$ cat config.mk
export PLATFORM = sky130hd
export DESIGN_NAME = dbus_arb
export DESIGN_NICKNAME = d
export VERILOG_FILES = /design/src/rtl/dbus_pkg.sv /design/src/rtl/dbus_arb.sv
export SDC_FILE = /design/constraint.sdc
export NUM_CORES = 1
export LEC_CHECK = 0
export ABC_AREA = 1
export CORE_UTILIZATION = 40
export DETAILED_ROUTE_END_ITERATION = 7
export PLACE_DENSITY = 0.86
export SYNTH_ARGS = -nofsm -noshare
export SYNTH_HDL_FRONTEND = slang
export SYNTH_SLANG_ARGS = --single-unit
$ cat constraint.sdc
create_clock -name clk -period 1.5 [get_ports clk]
set_input_delay 0.3 -clock clk [delete_from_list [all_inputs] [get_ports clk]]
set_output_delay 0.3 -clock clk [all_outputs]
set_load 0.03 [all_outputs]
$ cat src/rtl/dbus_pkg.sv
// Shared constants for the DBUS source arbiter.
// Latency: n/a (constants and types only).
// Backpressure: n/a.
package dbus_pkg;

  // DBUS mux source selects (shared by microcode and console)
  localparam logic [1:0] SEL_FLAGS = 2'd0;
  localparam logic [1:0] SEL_DP    = 2'd1;
  localparam logic [1:0] SEL_RAM   = 2'd2;
  localparam logic [1:0] SEL_DBM   = 2'd3;

  typedef enum logic [2:0] {
    IDLE    = 3'd0,
    RAMWAIT = 3'd1,
    CONSEL  = 3'd2,
    CONRAM  = 3'd3,
    CONCAP  = 3'd4
  } state_t;

endpackage

$ cat src/rtl/dbus_arb.sv
// DBUS source arbiter: microcode select with ramfile wait insertion, plus console snoop.
// Latency: console ack 3 cycles after grant sample (4 when sampling RAM); RAM wait adds 1 cycle.
// Backpressure: stalls the microsequencer via cpuWAIT; console request is a level, one ack per level.
//
// Ports:
//   clk, rst_n            clock, async active-low reset
//   cromDBUS_SEL          microcode DBUS source request
//   forceRAMFILE          turns a DBM request into RAM
//   cpuHALT               console access allowed only while set
//   conREQ, conSEL        console snoop request level and source
//   dbus                  DBUS mux output, sampled for the console
//   dbusSEL               select driven to the DBUS mux
//   cpuWAIT               stall the microsequencer this cycle
//   conACK, conDATA       one-cycle ack pulse and captured DBUS value
module dbus_arb
  import dbus_pkg::*;
(
  input  logic        clk,
  input  logic        rst_n,
  input  logic [1:0]  cromDBUS_SEL,
  input  logic        forceRAMFILE,
  input  logic        cpuHALT,
  input  logic        conREQ,
  input  logic [1:0]  conSEL,
  input  logic [35:0] dbus,
  output logic [1:0]  dbusSEL,
  output logic        cpuWAIT,
  output logic        conACK,
  output logic [35:0] conDATA
);

  state_t     state;
  state_t     state_nxt;
  logic [1:0] eff_sel;
  logic [1:0] prev_sel;
  logic       wait_c;
  logic       armed;

  always_comb begin
    eff_sel = cromDBUS_SEL;
    if (forceRAMFILE && (cromDBUS_SEL == SEL_DBM)) begin
      eff_sel = SEL_RAM;
    end
  end

  always_comb begin
    state_nxt = state;
    dbusSEL   = eff_sel;
    wait_c    = 1'b0;
    case (state)
      IDLE: begin
        dbusSEL = eff_sel;
        // The ramfile read is synchronous: a fresh switch onto RAM needs one extra cycle.
        if ((eff_sel == SEL_RAM) && (prev_sel != SEL_RAM)) begin
          wait_c    = 1'b1;
          state_nxt = RAMWAIT;
        end else if (cpuHALT && conREQ && armed) begin
          state_nxt = CONSEL;
        end
      end
      RAMWAIT: begin
        dbusSEL   = SEL_RAM;
        state_nxt = IDLE;
      end
      CONSEL: begin
        dbusSEL   = conSEL;
        wait_c    = 1'b1;
        state_nxt = (conSEL == SEL_RAM) ? CONRAM : CONCAP;
      end
      CONRAM: begin
        dbusSEL   = SEL_RAM;
        wait_c    = 1'b1;
        state_nxt = CONCAP;
      end
      CONCAP: begin
        dbusSEL   = conSEL;
        wait_c    = 1'b1;
        state_nxt = IDLE;
      end
      default: begin
        state_nxt = IDLE;
      end
    endcase
  end

  // During reset the IDLE select still reaches the mux, but the stall is held off.
  assign cpuWAIT = wait_c & rst_n;

  always_ff @(posedge clk or negedge rst_n) begin
    if (!rst_n) begin
      state    <= IDLE;
      prev_sel <= SEL_DP;
      conACK   <= 1'b0;
      conDATA  <= '0;
      armed    <= 1'b1;
    end else begin
      state    <= state_nxt;
      prev_sel <= dbusSEL;
      conACK   <= (state == CONCAP);
      if (state == CONCAP) begin
        conDATA <= dbus;
      end
      // A low conREQ re-arms even on the capture edge: that level has already ended.
      if (!conREQ) begin
        armed <= 1'b1;
      end else if (state == CONCAP) begin
        armed <= 1'b0;
      end
    end
  end

endmodule

=== After elaboration in Yosys (flattened, before gate mapping) ===
Cells that the tools add are included.

* Reductions and logical operators: 8
* Bitwise operators: 1
* Equality and inequality tests: 10
* Mux-type cells: 10

{| class="wikitable"
|+ Operator list
! operator !! count
|-
| 3-bit 2-to-1 mux || 3
|-
| 3-bit one-hot mux with 3 select lines || 1
|-
| 2-bit equality test (second input constant) || 3
|-
| 3-bit by 2-bit equality test with 1-bit output (second input constant) || 2
|-
| 1-bit logical AND || 4
|-
| 2-bit one-hot mux with 2 select lines || 1
|-
| 2-bit OR reduction || 2
|-
| 3-bit by 1-bit equality test with 1-bit output (second input constant) || 1
|-
| 3-bit equality test (second input constant) || 1
|-
| 3-bit zero test || 1
|-
| 1-bit 2-to-1 mux || 3
|-
| 3-bit inequality test (second input constant) || 1
|-
| 3-bit OR reduction || 1
|-
| 2-bit 2-to-1 mux || 1
|-
| 2-bit by 1-bit inequality test with 1-bit output (second input constant) || 1
|-
| 2-bit inequality test (second input constant) || 1
|-
| 1-bit one-hot mux with 2 select lines || 1
|-
| 1-bit bitwise AND || 1
|}

* Word-level logic and storage cells: 34
* Input port bits: 45
* Output and inout port bits: 40
* Register bits after elaboration: 43

=== Longest topological paths before layout ===
* Depth in word-level cells: 8
* Gate-level depth with buffers: 7
* Mapped depth without buffers: 7

=== Worst setup path before layout ===
Ideal clock, no wire load.

* Path kind: register to output
* From: register state[0]
* To: output port cpuWAIT
* Cell stages (with the launch flop): 7
* Data arrival time: 1.333 ns
* Path slack: -0.133 ns
* Data required time: 1.200 ns
* Path buffers: 1
* Path through: dfrtp_1 -> nor2_4 -> nand2_2 -> inv_2 -> buf_6 -> nor2_1 -> a21boi_1

* Cells in the longest elaborated chain, start to end: 4
* Elaborated cells on any way between the ends: 7
* Those cells by class: eq/ne: 3; mux: 1; bitwise: 1; reduce/logical: 2

{| class="wikitable"
|+ Ends and longest elaborated chain
! item !! line !! RTL
|-
| from (decl) || dbus_arb.sv:32 || <nowiki>state_t state;</nowiki>
|-
| from (signal assigned) || dbus_arb.sv:97 || <nowiki>state <= state_nxt;</nowiki>
|-
| 3-bit equality test / 3-bit by 2-bit equality test with 1-bit output (equally long branches) || dbus_arb.sv:50 || <nowiki>case (state)</nowiki>
|-
| 3-bit OR reduction (no line) || - ||
|-
| 1-bit one-hot mux with 2 select lines (*) || dbus_arb.sv:50 ||
|-
| 1-bit bitwise AND (*) || dbus_arb.sv:87 || <nowiki>assign cpuWAIT = wait_c & rst_n;</nowiki>
|-
| to (decl) || dbus_arb.sv:27 || <nowiki>output logic cpuWAIT,</nowiki>
|}

Every way passes the cells marked *; elsewhere a longest branch is shown, timed or not.

=== Final worst setup path ===
* From: register state[1]
* To: output port dbusSEL[1]

* Cells in the longest elaborated chain, start to end: 3
* Elaborated cells on any way between the ends: 7
* Those cells by class: eq/ne: 4; mux: 1; reduce/logical: 2

{| class="wikitable"
|+ Ends and longest elaborated chain
! item !! line !! RTL
|-
| 3-bit equality test, or another cell as far along || dbus_arb.sv:50 ||
|-
| 2-bit OR reduction (no line) || - ||
|-
| 2-bit one-hot mux with 2 select lines (*) || dbus_arb.sv:50 ||
|-
| to (decl) || dbus_arb.sv:26 || <nowiki>output logic [1:0] dbusSEL,</nowiki>
|}

Marked as above.

==> flow_summary.json <==
{
  "antenna_found_initial": 0,
  "use_met2_pct": 34.7,
  "start_util_pct": 42.4,
  "layout-drive-gt1-share_pct": 13.9,
  "synth_cell_types": 18,
  "nets": 339,
  "vias": 1612,
  "clock_latency_ns": 0.29,
  "gp_congestion": 0.835,
  "grt-busiest-layer": "met2",
  "num_rows": 23,
  "grt_pass1_wl_mm": 6.65,
  "power_frac_clock_pct": 11.2,
  "power_leakage_nw": 1.47,
  "clock_sinks": 43,
  "syn_avg_cell_area_sq_um": 8.70,
  "ys_ff_latch": 43,
  "use_met3_pct": 5.07,
  "dieArea_sq_um": 4570,
  "cts_tree": "done",
  "setup_slack_ns": -0.238,
  "drv_slew": 0,
  "synth_seq_area_share_pct": 62.6,
  "synthCells": 198,
  "violations": "setup timing",
  "maxCapViolCount": 0,
  "critPathLaunchType": "flip-flop",
  "n_antenna_cell": 0,
  "cp.required_ns": 1.20,
  "critPathKind": "reg -> out",
  "dp_hpwl_mm": 2.91,
  "grt_max_degree": 44,
  "share_comb_of_total_power_pct": 55.7,
  "die_w_um": 67.6,
  "max-vdd-ir-drop_v": 0.00138,
  "core_area_sq_um": 4060,
  "wire_per_inst_um": 12.3,
  "p_sw_share_pct": 46.5,
  "htree_levels": 2,
  "outcome": "finished, violations left",
  "min_period_ns": 1.74,
  "min_path_type": "in -> async",
  "grt_pass1_vias": 1588,
  "internal_power_w": 0.00330,
  "power_w": 0.00616,
  "placement.io_buffers": 84,
  "globalRouteOverflowTotal": 0,
  "cts_root_buf": "clkbuf_8",
  "cts.clk_slew.worst_paths_ns": 0.08,
  "numCtsBuffers": 5,
  "grtUsageMet1_pct": 22.5,
  "ys_warn_count": 0,
  "final-hold-violation-count": 0,
  "fin_area_sq_um": 2760,
  "layout_common_cells": "118 x nand2_1, 43 x clkdlybuf4s50_1, 40 x dfrtp_1",
  "areaGrowthSynthToFinish_pct": 60.0,
  "cp_max_fo": 3,
  "clk_path_buf_depth": 2,
  "fin_crit_sh_pct": 116,
  "cp-end-kind": "primary output",
  "clock.fmax_ghz": 0.575,
  "drc": 0,
  "via_per_inst": 4.67,
  "dr.first_iter.drc_count": 86,
  "switchingPower_w": 0.00286,
  "mostFrequentLayoutCell": "nand2_1",
  "pre_cts_slack_ns": -0.156,
  "synth_area_sq_um": 1720,
  "wl_mm": 4.26,
  "io_pins": 85,
  "power_density_nw_per_um2": 2240,
  "relSlewSlack_pct": 66.0,
  "finalHoldWorstSlack_ns": 0.0994,
  "grt_setup_unrepaired": "true",
  "ant_nets": 0,
  "arrival_ns": 1.44,
  "clock_skew_ns": 0.00722,
  "die_h_um": 67.6,
  "first_pass_iters": 4,
  "grt_use_total_pct": 20.0,
  "tightestPinTransition_ns": 0.510,
  "sequentialPowerShare_pct": 33.1,
  "syn-num-nets": 243,
  "dpl_cell_area_sq_um": 2610,
  "setup_viol_count_final": 3
}
-- registers in the layout (all words and copies together), names as in the netlist --
register	flops
state	3
conDATA	36
armed	1
prev_sel	2
conACK	1
-- critical path, stage by stage (launching register included) --
cell	delay, ns
dfrtp_1	0.45
inv_2	0.07
nor2_4	0.14
nand2_2	0.11
nand3_4	0.09
nor2_2	0.04
nor2_2	0.11
buf_6	0.14
-- per-stage QoR --
| stage | TNS [ns] | cells | utilization, % |
|---|---|---|---|
| floorplan | 0 | 198 | - |
| global placement | -0.109 | 331 | 64.4 |
| detailed placement | -0.196 | 331 | 64.4 |
| CTS | -0.504 | 345 | 67.5 |
| global route | -0.832 | 345 | 67.9 |
| finish | -0.630 | 345 | 67.9 |
-- kinds of logic (layout without fill, tap and decap cells) --
group	Yosys count	after routing	share of synthesized area (%)
AOI/OAI and AO/OA	6	6	1.96
buffers and inverters	16	113	5.31
DFF	43	43	62.6
and+or+nand+nor	133	133	30.1
-- power groups by stage --
stage	logic (W)	registers, W	clock network, W
floorplan	0.00112	0.00301	0
global placement	0.00344	0.00204	0
detailed placement	0.00352	0.00205	0
CTS	0.00338	0.00203	0.000711
global route	0.00375	0.00210	0.000758
finish	0.00343	0.00204	0.000688
-- worst paths after layout --
check	start	endpoint	slack (ns)	cells past startpoint
worst max-delay path	state[1]	dbusSEL[1]	-0.24	7
worst min-delay path	rst_n	conDATA[5]	0.1	2
worst max register to register	state[1]	conDATA[1]	0.13	7
worst min register to register	armed	armed	0.47	2
max in group asynchronous	rst_n	state[2]	1.03	2
min in group clk	armed	armed	0.47	2
-- per-layer routing --
layer / vias to the layer above / routed length (um)
met5: - / 0
met4: 0 / 58
met3: 7 / 268
met2: 56 / 2170
met1: 759 / 1760
li1: 790 / -
-- final cells by class --
cell class	count	area [sq um]
inverters	8	32.5
fillers	348	1300
clock inverters	1	5.00
flip-flops and latches	43	1080
repair buffers	97	891
multi-input cells	139	608
clock buffers	7	76.3
well taps	50	62.6
-- synth_stat cells --
master	n	share of area, %
nand2_1	120	26
dfrtp_1	41	60
inv_1	7	1.5
nand3_1	5	1.5
nor2_1	5	1.1
buf_2	4	1.2
buf_6	3	2.0
dfstp_2	2	3.1
o21ai_0	2	0.58
a21boi_1	1	0.44
a21oi_1	1	0.29
a31oi_1	1	0.36
buf_4	1	0.44
inv_2	1	0.22
nand2_2	1	0.36
nand4_1	1	0.36
nor2_4	1	0.65
o21ai_1	1	0.29
-- timing repair --
action | CTS | global route
pin swaps | 4 | 7
endpoints found under the setup margin | 40 | 8
cloned | 0 | 0
setup buffers | 6 | 1
hold buffers | 0 | 0
gates resized for setup | 50 | 6
(Power assumes the default switching activity.)
